==> src/rtl/uart_pkg.sv <==
// Shared UART definitions used by uart_rx, uart_tx and the baud generator.
//   UART_OVERSAMPLE : default baud ticks per bit period
//   UART_DATA_BITS  : default data bits per frame
//   uart_state_e    : receiver/transmitter frame state encoding
package uart_pkg;

    localparam int unsigned UART_OVERSAMPLE = 16;
    localparam int unsigned UART_DATA_BITS  = 8;

    typedef enum logic [2:0] {
        ST_IDLE  = 3'd0,
        ST_START = 3'd1,
        ST_DATA  = 3'd2,
        ST_STOP  = 3'd3,
        ST_BREAK = 3'd4
    } uart_state_e;

endpackage

==> src/rtl/uart_sync.sv <==
// Multi-stage bit synchronizer for an asynchronous input; flops reset to 1.
//   clk, reset : system clock, asynchronous active-high reset
//   d          : asynchronous input
//   q          : synchronized output (last stage)
module uart_sync #(
    parameter int unsigned STAGES = 2
) (
    input  logic clk,
    input  logic reset,
    input  logic d,
    output logic q
);

    logic [STAGES-1:0] sync_q;
    logic [STAGES-1:0] sync_d;

    // Shift the raw input in at the bottom of the chain.
    always_comb begin
        sync_d = {sync_q[STAGES-2:0], d};
    end

    always_ff @(posedge clk or posedge reset) begin
        if (reset) begin
            sync_q <= '1;
        end else begin
            sync_q <= sync_d;
        end
    end

    assign q = sync_q[STAGES-1];

endmodule

==> src/rtl/uart_rx.sv <==
// 8N1-style UART receiver with oversampled mid-bit sampling.
//   clk, reset    : system clock, asynchronous active-high reset
//   iRX_BAUD_tick : one-clk enable, OVERSAMPLE pulses per bit period
//   iRX_DATA      : asynchronous serial line, idle high
//   oRX_DATA      : last good received byte
//   oRX_VALID     : one-clk pulse when oRX_DATA is updated
//   oFRAME_ERR    : one-clk pulse when the stop bit is sampled low
//   oBUSY         : high whenever the receiver is not idle
module uart_rx
    import uart_pkg::*;
#(
    parameter int unsigned OVERSAMPLE  = UART_OVERSAMPLE,
    parameter int unsigned DATA_BITS   = UART_DATA_BITS,
    parameter int unsigned SYNC_STAGES = 2
) (
    input  logic                 clk,
    input  logic                 reset,
    input  logic                 iRX_BAUD_tick,
    input  logic                 iRX_DATA,
    output logic [DATA_BITS-1:0] oRX_DATA,
    output logic                 oRX_VALID,
    output logic                 oFRAME_ERR,
    output logic                 oBUSY
);

    localparam int unsigned TICK_W = $clog2(OVERSAMPLE);
    localparam int unsigned BIT_W  = $clog2(DATA_BITS + 1);

    logic rxs;

    uart_state_e          state_q,    state_d;
    logic [TICK_W-1:0]    tick_cnt_q, tick_cnt_d;
    logic [BIT_W-1:0]     bit_cnt_q,  bit_cnt_d;
    logic [DATA_BITS-1:0] shift_q,    shift_d;
    logic [DATA_BITS-1:0] data_q,     data_d;
    logic                 valid_q,    valid_d;
    logic                 ferr_q,     ferr_d;
    logic                 busy_q,     busy_d;

    uart_sync #(
        .STAGES (SYNC_STAGES)
    ) u_sync (
        .clk   (clk),
        .reset (reset),
        .d     (iRX_DATA),
        .q     (rxs)
    );

    // Frame recovery; everything advances only on baud ticks.
    always_comb begin
        state_d    = state_q;
        tick_cnt_d = tick_cnt_q;
        bit_cnt_d  = bit_cnt_q;
        shift_d    = shift_q;
        data_d     = data_q;
        valid_d    = 1'b0;
        ferr_d     = 1'b0;

        if (iRX_BAUD_tick) begin
            case (state_q)
                ST_IDLE: begin
                    if (!rxs) begin
                        state_d    = ST_START;
                        tick_cnt_d = '0;
                    end
                end
                ST_START: begin
                    // Half a bit after the edge: confirm a real start bit.
                    if (tick_cnt_q == TICK_W'(OVERSAMPLE/2 - 1)) begin
                        tick_cnt_d = '0;
                        bit_cnt_d  = '0;
                        state_d    = rxs ? ST_IDLE : ST_DATA;
                    end else begin
                        tick_cnt_d = tick_cnt_q + TICK_W'(1);
                    end
                end
                ST_DATA: begin
                    if (tick_cnt_q == TICK_W'(OVERSAMPLE - 1)) begin
                        // LSB arrives first, so shift right from the top.
                        shift_d    = {rxs, shift_q[DATA_BITS-1:1]};
                        tick_cnt_d = '0;
                        bit_cnt_d  = bit_cnt_q + BIT_W'(1);
                        if (bit_cnt_q == BIT_W'(DATA_BITS - 1)) begin
                            state_d = ST_STOP;
                        end
                    end else begin
                        tick_cnt_d = tick_cnt_q + TICK_W'(1);
                    end
                end
                ST_STOP: begin
                    if (tick_cnt_q == TICK_W'(OVERSAMPLE - 1)) begin
                        tick_cnt_d = '0;
                        if (rxs) begin
                            data_d  = shift_q;
                            valid_d = 1'b1;
                            state_d = ST_IDLE;
                        end else begin
                            ferr_d  = 1'b1;
                            state_d = ST_BREAK;
                        end
                    end else begin
                        tick_cnt_d = tick_cnt_q + TICK_W'(1);
                    end
                end
                ST_BREAK: begin
                    // Wait for the line to recover before hunting for a start edge.
                    if (rxs) begin
                        state_d = ST_IDLE;
                    end
                end
                default: begin
                    state_d = ST_IDLE;
                end
            endcase
        end

        busy_d = (state_d != ST_IDLE);
    end

    always_ff @(posedge clk or posedge reset) begin
        if (reset) begin
            state_q    <= ST_IDLE;
            tick_cnt_q <= '0;
            bit_cnt_q  <= '0;
            shift_q    <= '0;
            data_q     <= '0;
            valid_q    <= 1'b0;
            ferr_q     <= 1'b0;
            busy_q     <= 1'b0;
        end else begin
            state_q    <= state_d;
            tick_cnt_q <= tick_cnt_d;
            bit_cnt_q  <= bit_cnt_d;
            shift_q    <= shift_d;
            data_q     <= data_d;
            valid_q    <= valid_d;
            ferr_q     <= ferr_d;
            busy_q     <= busy_d;
        end
    end

    assign oRX_DATA   = data_q;
    assign oRX_VALID  = valid_q;
    assign oFRAME_ERR = ferr_q;
    assign oBUSY      = busy_q;

endmodule

==> config.mk <==
export PLATFORM = sky130hd
export DESIGN_NAME = uart_rx
export DESIGN_NICKNAME = d
export VERILOG_FILES = /design/src/rtl/uart_pkg.sv /design/src/rtl/uart_sync.sv /design/src/rtl/uart_rx.sv
export SDC_FILE = /design/constraint.sdc
export NUM_CORES = 1
export LEC_CHECK = 0
export BUFFER_PORTS_ARGS = -buffer_cell sky130_fd_sc_hd__clkbuf_2
export CAP_MARGIN = 20
export CORE_MARGIN = 3
export CORE_UTILIZATION = 53
export CTS_CLUSTER_SIZE = 10
export DETAILED_ROUTE_END_ITERATION = 10
export PLACE_DENSITY = 0.73
export SYNTH_ARGS = -nofsm -noshare
export SYNTH_HDL_FRONTEND = slang
export SYNTH_SLANG_ARGS = --single-unit
==> constraint.sdc <==
create_clock -name clk -period 2 [get_ports clk]
set_input_delay 0.4 -clock clk [delete_from_list [all_inputs] [get_ports clk]]
set_output_delay 0.4 -clock clk [all_outputs]
set_load 0.02 [all_outputs]
-- After elaboration in Yosys (flattened, before gate mapping)
Index checks and enable logic that the tools add are counted.
Widths: inputs -> output; s select.
- equality and inequality tests: 10
- reduce and logical (&&, ||, !) cells: 9
- shift operators: 0
- bitwise gates (word level): 0
- muxes and demuxes: 25
- divide/modulo/power cells: 0
- $mul: 0
- $add $sub $neg: 2
- order comparisons: 0
- operators by type and width (operator ; count):
    $mux 3 ; 8
    $mux 4 ; 5
    $pmux 3 s5 ; 1
    $pmux 4 s3 ; 1
    $add 4x1->4 const B ; 2
    $eq 4x3->1 const B ; 2
    $mux 1 ; 8
    $pmux 4 s2 ; 1
    $reduce_and 4->1 ; 2
    $eq 3x2->1 const B ; 2
    $ne 2x2->1 const B ; 3
    $reduce_and 3->1 ; 2
    $reduce_bool 3->1 ; 2
    $eq 4x4->1 const B ; 1
    $eq 3x1->1 const B ; 1
    $eq 3x3->1 const B ; 1
    $logic_not 3->1 ; 1
    $mux 2 ; 1
    $reduce_bool 2->1 ; 1
    $reduce_or 2->1 ; 1
- output and inout bits: 11
- memory bits (writable): 0
- bits in registers: 32
- bits in latches: 0
- memories: 0
- memory bits (read-only): 0

-- Depth between registers and ports, before layout
Gate-level depths: netlist of run 1.
- depth in word-level cells: 6
- mapped depth: 6

-- By module
Synthesis of run 1 repeated with hierarchy kept, for this count alone.
- cell total of the unflattened synthesis: 113
- area total of the unflattened synthesis: 1446.4 µm²
- by module, submodules not included (module ; cells each ; sequential area each (µm²) ; area each (µm²) ; instances):
    uart_rx ; 110 ; 750.7 ; 1390.1 ; 1
    uart_sync ; 3 ; 52.6 ; 56.3 ; 1

-- Worst setup path after synthesis of run 1
Ideal clock, no wire load.
- path type: register to register
- start: register tick_cnt_q[0]
- end: register data_q[0], in the netlist oRX_DATA[0]
- path slack: 295 ps
- data arrival time: 1580 ps
- period minus slack after synthesis: 1705 ps
- stages on the path, launching flop included: 7
- data required time: 1875 ps
- path buffers: 1
- library setup time: 125 ps
- cell sequence: dfrtp_1 -> ha_1 -> nand4_1 -> nor2_1 -> and3_1 -> buf_4 -> mux2_2
- word-level cells in the longest chain between the ends: 2
- RTL lines (item ; RTL line ; RTL):
    start: declaration ; uart_rx.sv:32 ; logic [TICK_W-1:0] tick_cnt_q, tick_cnt_d;
    start signal: assignment ; uart_rx.sv:132 ; tick_cnt_q <= tick_cnt_d;
    $eq 4x4->1 ; uart_rx.sv:91 ; if (tick_cnt_q == TICK_W'(OVERSAMPLE - 1)) begin
    $reduce_and 4->1 (no source line) ; -- ;
    end signal: assignment ; uart_rx.sv:135 ; data_q <= data_d;
    end: declaration ; uart_rx.sv:35 ; logic [DATA_BITS-1:0] data_q, data_d;
No other way between the ends.
A chain may end at the register's enable or synchronous reset.

-- Worst setup path in the final report of run 1
- start: register tick_cnt_q[0]
- end: register data_q[5], in the netlist oRX_DATA[5]
The elaborated chain is that of the path after synthesis.

==> results of run 1 <==
[flip-flops by register name, summed over array words and instances (netlist names)]
register       count
oBUSY              1
oRX_DATA           8
shift_q            8
state_q            3
bit_cnt_q          4
oRX_VALID          1
tick_cnt_q         4
oFRAME_ERR         1
u_sync.sync_q      2
[report_power, final]
group	leakage, nW	switching [mW]	internal (mW)
Clock	0.0315	0.223	0.172
Sequential	0.411	0.0958	0.732
Combinational	0.343	0.161	0.171
[critical path, cell delays in order (launching register included)]
cell and delay, ns:
dfrtp_1 0.39, ha_1 0.26, nand4_1 0.14, nor2_1 0.24, and3_1 0.19, buf_4 0.17
mux2_2 0.35
[worst paths after layout]
| kind | end | slack (ns) | cells after the start |
|---|---|---|---|
| max | oRX_DATA[5] | 0.15 | 6 |
| min | oFRAME_ERR | 0.11 | 3 |
| max reg2reg | oRX_DATA[5] | 0.15 | 6 |
| min reg2reg | u_sync.sync_q[1] | 0.36 | 0 |
| max in group asynchronous | u_sync.sync_q[0] | 1.56 | 3 |
| min in group clk | u_sync.sync_q[0] | 0.15 | 1 |
[cell families (layout without fill, tap and decap cells)]
family                     after synthesis  in the layout  synth area share [%]
muxes                                   18             18                  14.3
adders and majority gates                2              2                  1.77
DFF                                     32             32                  56.9
xor gates and xnor gates                 1              1                 0.620
buffers and inverters                    8             31                  2.74
and+or+nand+nor                         39             39                  15.2
AOI/OAI and AO/OA                       17             17                  8.42
[per-layer routing]
| layer | up-vias | wire, um |
|---|---|---|
| li1 | 467 | - |
| met3 | 5 | 125 |
| met4 | 0 | 34 |
| met2 | 27 | 1130 |
| met1 | 449 | 1170 |
| met5 | - | 0 |
[cell usage after synthesis (all sizes together) (2+ instances only)]
master,n
nand3,4
nand2b,4
nand3b,2
ha,2
mux2,18
inv,4
a21oi,3
buf,3
nand2,10
a22o,2
nor2,8
o21ai,3
dfstp,2
dfrtp,30
[area by class of cell]
class                      instances  area share, %
sequential                        32           50.3
multi-input combinational         77           35.7
timing repair buffer              19           6.74
clock buffer                       7           3.45
tap                               30           2.35
inverter                           4          0.940
clock inverter                     1          0.470
==> flow_summary_export.csv, run 1 <==
group,metric,value,unit
drt,drt_iter0_drc,19,
clocking,clockBufferDepth,2,
drt,drc_errors,0,
global_route,grt_pass1_wl,4170,um
timing,finalSetupTns,0,ns
outcome,status,"finished clean",
global_route,first_global_vias,918,
drt,finalWirelength,2460,um
layout,regArea,803,um^2
clocking,cts_root_buf,"clkbuf_4",
worst_setup_path,worst_setup_path_end_kind,"register",
floorplanning,die_w,57.6,um
timing,final.setup_skew,0.0115,ns
timing,fmax,542,MHz
floorplanning,die_y,57.6,um
layout,most-common-layout-cells,"30 x dfrtp_1, 18 x mux2_2, 14 x clkbuf_2",
timing,holdWs,0.107,ns
run,cap_violations,0,
placed_design,postPlaceCellArea,0.00153,mm^2
drt,ant_nets,0,
global_route,grtUsageMet2,25.0,%
clocking,hold_buffers,0,
drt,route.vias.total,948,
global_route,grt_overflow_total,0,
global_route,antenna_found_initial,0,
timing,worstMarginPinSlew,0.413,ns
drt,drt_first_pass_iters,4,
clocking,clock_latency,0.33,ns
layout,nFillCells,198,
timing,period_minus_slack,1.85,ns
clocking,cts_resized,0,
worst_setup_path,crit_start,"tick_cnt_q[0]",
worst_setup_path,cp.arrival,2.06,ns
worst_setup_path,startpoint_type,"register",
placed_design,dp_cells,162,
yosys,ys_warn_count,0,
yosys,synthFlopType,"dfrtp_1",
global_route,use_met3,6.68,%
floorplanning,rows,18,
layout,drive_above_1_share,34.3,%
floorplanning,pin_count,15,
timing,finalHoldViolCount,0,
global_route,met1_usage,22.5,%
worst_setup_path,cp_max_fo,9,
yosys,synthTopCellsByArea,"dfrtp_1 53%, mux2_2 14%, dfstp_2 3.7%",
yosys,synthArstFlopShare,100,%
placed_design,place_ws,0.183,ns
timing,maxSlewViolCount,0,
layout,post-route-cell-area,0.00160,mm^2
layout,layout_commonest_cell,"dfrtp_1",
layout,multiInputGateArea,571,um^2
yosys,synth_area,0.00141,mm^2
layout,syn2layout_area_growth,13.0,%
floorplanning,coreArea,0.00250,mm^2
layout,post-route-util,63.9,%
floorplanning,initial_core_util,56.5,%
placed_design,port_buffers,14,
timing,rsz0062_at_grt,"false",
placed_design,place_hpwl,1750,um
pwr,powerDensity,973,mW/mm^2
pwr,power.leakage,0.786,nW
global_route,grt_max_degree,33,
timing,fin_ws,0.154,ns
yosys,syn-num-nets,123,
timing,relSlewSlack,72.3,%
pwr,ir_drop,748,uV
worst_setup_path,r2r_start,"tick_cnt_q[0]",
yosys,syn_inst,117,
pwr,power.total,1.55,mW
clocking,clkTransAtPathRegs,0.11,ns
clocking,postCtsSetupRepairBufs,0,
yosys,syn_area_per_cell,12.1,um^2
clocking,htreeDepth,2,
worst_setup_path,crit_type,"reg -> reg",
clocking,cts_made_buffers,5,
yosys,ys_seq_area_share,56.9,%
layout,layout.cells.non_filler,170,
drt,via_per_inst,5.58,
global_route,track_usage,16.9,%
clocking,tritoncts,"yes",
yosys,synth_top_cell_area_share,53.1,%
yosys,synth-edff-count,0,
layout,antennaDiodeCount,0,
timing,fin_crit_sh,92.3,%
global_route,grt_busiest_layer,"met2",
clocking,clock-sinks,32,
yosys,ys_seq_elements,32,
drt,routedWlPerCell,14.5,um
layout,final_nets,145,
yosys,synth_area_leader_cell,"dfrtp_1",
worst_setup_path,critPathRequiredTime,2.22,ns
hold_path,hp-class,"in -> async",
floorplanning,die_area,0.00332,mm^2
placed_design,place_congestion,0.912,
yosys,synthDistinctLibCells,38,
timing,setup_violations,0,
No activity file was read; power rests on OpenSTA's default activity.
==> run 2, diff against run 1 <==
CORE_MARGIN = 5   (was 3)
==> flow_summary_export.csv, run 2 (synthesis results as in run 1) <==
group,metric,value,unit
outcome,status,"finished clean",
floorplanning,initial_core_util,56.0,%
floorplanning,coreArea,0.00252,mm^2
timing,rsz0062_at_grt,"false",
drt,routedWlPerCell,14.7,um
layout,antennaDiodeCount,0,
worst_setup_path,cp_max_fo,9,
layout,layout_commonest_cell,"dfrtp_1",
clocking,postCtsSetupRepairBufs,0,
layout,multiInputGateArea,572,um^2
run,cap_violations,0,
global_route,grt_busiest_layer,"met2",
layout,most-common-layout-cells,"30 x dfrtp_1, 18 x mux2_2, 14 x clkbuf_2",
timing,relSlewSlack,74.2,%
clocking,clock_latency,0.34,ns
worst_setup_path,startpoint_type,"register",
timing,period_minus_slack,1.82,ns
worst_setup_path,r2r_slack,0.18,ns
pwr,ir_drop,614,uV
worst_setup_path,rr_worst_depth,5,
floorplanning,die_w,61.6,um
drt,finalWirelength,2500,um
worst_setup_path,worst_setup_path_end_kind,"register",
worst_setup_path,r2r_start,"tick_cnt_q[0]",
clocking,cts_made_buffers,5,
floorplanning,die_y,61.6,um
timing,maxSlewViolCount,0,
timing,finalSetupTns,0,ns
global_route,grtUsageMet2,20.9,%
clocking,hold_buffers,0,
clocking,tritoncts,"yes",
layout,regArea,803,um^2
global_route,first_global_vias,870,
pwr,power.total,1.53,mW
global_route,antenna_found_initial,0,
drt,drc_errors,0,
drt,via_per_inst,5.58,
drt,ant_nets,0,
layout,syn2layout_area_growth,12.7,%
layout,nFillCells,193,
clocking,cts_root_buf,"clkbuf_4",
worst_setup_path,cp.arrival,2.06,ns
placed_design,place_hpwl,1780,um
pwr,powerDensity,963,mW/mm^2
clocking,clock-sinks,32,
worst_setup_path,r2r_end,"oRX_DATA[7]",
floorplanning,rows,18,
timing,setup_violations,0,
timing,finalHoldViolCount,0,
timing,fmax,548,MHz
timing,worstMarginPinSlew,0.388,ns
timing,fin_crit_sh,91.2,%
worst_setup_path,crit_type,"reg -> reg",
drt,route.vias.total,949,
clocking,clockBufferDepth,2,
global_route,met1_usage,20.7,%
timing,holdWs,0.0945,ns
global_route,track_usage,15.5,%
global_route,grt_overflow_total,0,
clocking,htreeDepth,2,
worst_setup_path,critPathRequiredTime,2.23,ns
global_route,grt_max_degree,33,
drt,drt_first_pass_iters,4,
floorplanning,die_area,0.00380,mm^2
floorplanning,pin_count,15,
layout,post-route-util,63.1,%
global_route,use_met3,5.03,%
drt,drt_iter0_drc,28,
timing,final.setup_skew,0.00628,ns
global_route,grt_pass1_wl,4070,um
placed_design,place_congestion,0.884,
placed_design,port_buffers,14,
hold_path,hp-class,"in -> async",
pwr,power.leakage,0.788,nW
clocking,clkTransAtPathRegs,0.10,ns
layout,final_nets,145,
layout,drive_above_1_share,35.7,%
run 2: cell count changes in the layout (fill, tap and decap cells not counted), sizes merged:
cell | previous run | this run
clkinvlp | 1 | 0
clkinv | 0 | 3
clkbuf | 21 | 19
run 2: area by class of cell:
cell class / count / area share, %
clock buffer: 5 / 2.36
clock inverter: 3 / 1.18
inverter: 4 / 0.943
multi-input combinational: 77 / 35.9
sequential: 32 / 50.5
tap: 30 / 2.36
timing repair buffer: 19 / 6.76
run 2: routing by layer:
metal | part of all wire [%] | routed length, um
met5 | 0 | 0
met4 | 3.2 | 80
met3 | 4.8 | 119
met2 | 45 | 1120
met1 | 47 | 1180
run 2: how the worst max path moves through the flow:
stage / from / to / slack, ns / cells past startpoint
after floorplan: tick_cnt_q[0] / oRX_DATA[0] / 0.30 / 6
after global placement: tick_cnt_q[0] / oRX_DATA[5] / 0.16 / 5
after detailed placement: tick_cnt_q[0] / oRX_DATA[7] / 0.08 / 5
after CTS: tick_cnt_q[0] / oRX_DATA[7] / 0.07 / 5
after global routing: tick_cnt_q[0] / oRX_DATA[2] / 0.04 / 5
final: tick_cnt_q[0] / oRX_DATA[7] / 0.18 / 5
run 2: critical path, cell delays in order, from the launching register on:
cell and delay, ns:
dfrtp_1 0.39, ha_1 0.26, nand4_1 0.14, nor2_1 0.22, and3_2 0.35, mux2_2 0.36
run 2: stage by stage:
stage | cell area, um^2 | cells | setup WS (ns)
global route | 1590 | 170 | 0.0375
finish | 1590 | 170 | 0.175
floorplan | 1410 | 117 | 0.295
global placement | 1530 | 162 | 0.163
CTS | 1590 | 170 | 0.0684
detailed placement | 1530 | 162 | 0.0820
run 2: what timing repair did:
item                                    4_1_cts  5_1_grt
resized for setup                             0        1
hold endpoints to repair                      0        0
endpoints found under the setup margin        0        8
run 2: report_power, final:
| part | total [mW] | internal [mW] | switching, mW |
|---|---|---|---|
| clock network | 0.367 | 0.135 | 0.232 |
| registers | 0.828 | 0.732 | 0.0965 |
| logic | 0.338 | 0.175 | 0.164 |
==> run 3, diff against run 2 <==
GPL_TIMING_DRIVEN = 0   (was unset)
==> flow_summary_export.csv, run 3 (synthesis results as in run 1) <==
group,metric,value,unit
timing,worstMarginPinSlew,0.438,ns
timing,setup_violations,0,
clocking,clockBufferDepth,2,
worst_setup_path,startpoint_type,"register",
pwr,comb_power_share,23.5,%
layout,most-common-layout-cells,"30 x dfrtp_1, 18 x mux2_2, 14 x clkbuf_2",
timing,finalSetupTns,0,ns
drt,finalWirelength,2480,um
pwr,switching_share,31.8,%
pwr,seqPwrFrac,52.6,%
global_route,grt_overflow_total,0,
floorplanning,die_w,61.6,um
pwr,ir_drop,685,uV
clocking,clock_latency,0.34,ns
worst_setup_path,worst_setup_path_end_kind,"register",
timing,fin_crit_sh,91.5,%
timing,finalHoldViolCount,0,
layout,drive_above_1_share,35.2,%
drt,via_per_inst,5.67,
timing,period_minus_slack,1.83,ns
floorplanning,coreArea,0.00252,mm^2
worst_setup_path,cpMaxStageDelayCell,"dfrtp_1",
clocking,clock-sinks,32,
drt,ant_nets,0,
floorplanning,die_area,0.00380,mm^2
pwr,powerDensity,942,mW/mm^2
layout,final_nets,147,
clocking,htreeDepth,2,
drt,routedWlPerCell,14.4,um
outcome,status,"finished clean",
clocking,cts_root_buf,"clkbuf_4",
clocking,clkTransAtPathRegs,0.09,ns
floorplanning,rows,18,
hold_path,hp-class,"in -> reg",
global_route,first_global_vias,947,
worst_setup_path,r2r_slack,0.17,ns
drt,drt_iter0_drc,54,
timing,final.setup_skew,0.0135,ns
worst_setup_path,crit_type,"reg -> reg",
drt,drc_errors,0,
global_route,track_usage,15.8,%
pwr,p_clk_share,23.9,%
worst_setup_path,slowest_delay,0.39,ns
timing,fin_ws,0.171,ns
layout,antennaDiodeCount,0,
placed_design,place_congestion,0.857,
placed_design,port_buffers,14,
global_route,grt_pass1_wl,4290,um
clocking,cts_made_buffers,5,
global_route,grt_max_degree,27,
timing,rsz0062_at_grt,"false",
worst_setup_path,critPathRequiredTime,2.22,ns
placed_design,place_hpwl,1780,um
layout,layout_commonest_cell,"dfrtp_1",
drt,route.vias.total,975,
timing,relSlewSlack,70.7,%
worst_setup_path,path_cells,"ha_1 > nand4_1 > nor2_2 > and3_1 > buf_4 > mux2_2",
timing,fmax,547,MHz
timing,maxSlewViolCount,0,
pwr,power.leakage,0.802,nW
pwr,netSwitchingPower,486,uW
worst_setup_path,cp_max_fo,9,
floorplanning,die_y,61.6,um
global_route,antenna_found_initial,0,
drt,drt_first_pass_iters,4,
floorplanning,pin_count,15,
worst_setup_path,cp.arrival,2.05,ns
floorplanning,initial_core_util,56.0,%
clocking,tritoncts,"yes",
pwr,p_int,1.04,mW
placed_design,place_ws,0.0939,ns
layout,syn2layout_area_growth,15.0,%
run,cap_violations,0,
## run 3: worst paths after layout
| path | from | endpoint | depth (start not counted) |
|---|---|---|---|
| worst min register to register | u_sync.sync_q[0] | u_sync.sync_q[1] | 0 |
| worst max register to register | tick_cnt_q[0] | oRX_DATA[6] | 6 |
| max in group asynchronous | reset | u_sync.sync_q[0] | 4 |
| worst min-delay path | iRX_DATA | u_sync.sync_q[0] | 1 |
| min in group asynchronous | reset | oBUSY | 3 |
| worst max-delay path | tick_cnt_q[0] | oRX_DATA[6] | 6 |
## run 3: worst max-delay path: cells and delay by family, from the launching register on
family	cells	cell delay (ns)
buffers and inverters	1	0.17
muxes	1	0.35
DFF	1	0.39
and+or+nand+nor	3	0.55
adders and majority gates	1	0.26
## run 3: layout make-up
| type | count | area (um^2) |
|---|---|---|
| plain buffers | 4 | 23.8 |
| clock buffers | 5 | 37.5 |
| clock inverters | 3 | 18.8 |
| fillers | 206 | 898 |
| inverters | 4 | 15.0 |
| multi-input cells | 77 | 573 |
| flip-flops and latches | 32 | 803 |
| well taps | 30 | 37.5 |
| repair buffers | 17 | 115 |
## run 3: timing repair
item | CTS | global route
hold endpoints to repair | 6 | 0
endpoints found under the setup margin | 0 | 8
setup buffers | 0 | 1
resized for setup | 0 | 1
hold buffers | 1 | 0
## run 3: stage by stage
| step | total power [mW] | utilization [%] | area (um^2) | hold slack, ns | std cells |
|---|---|---|---|---|---|
| final | 1.53 | 64.4 | 1620 | 0.143 | 172 |
| after global routing | 1.63 | 64.4 | 1620 | 0.117 | 172 |
| after CTS | 1.54 | 64.0 | 1610 | 0.125 | 171 |
| after detailed placement | 1.18 | 61.4 | 1550 | 0.349 | 162 |
| after global placement | 1.15 | 60.3 | 1520 | 0.347 | 161 |
| after floorplan | 1.09 | - | 1410 | 0.345 | 117 |
## run 3: power by group through the flow
| stage | Sequential, mW | Clock, mW | Combinational [mW] |
|---|---|---|---|
| after floorplan | 0.800 | 0 | 0.287 |
| after global placement | 0.811 | 0 | 0.339 |
| after detailed placement | 0.818 | 0 | 0.357 |
| after CTS | 0.805 | 0.376 | 0.359 |
| after global routing | 0.821 | 0.405 | 0.403 |
| final | 0.805 | 0.366 | 0.359 |
## run 3: routing by layer
metal / track usage (%) / wire [um] / vias to the layer above
li1: - / - / 466
met1: 20.2 / 1100 / 473
met2: 23.5 / 1160 / 30
met3: 6.29 / 166 / 6
met4: 7.27 / 56 / 0
met5: 0 / 0 / -
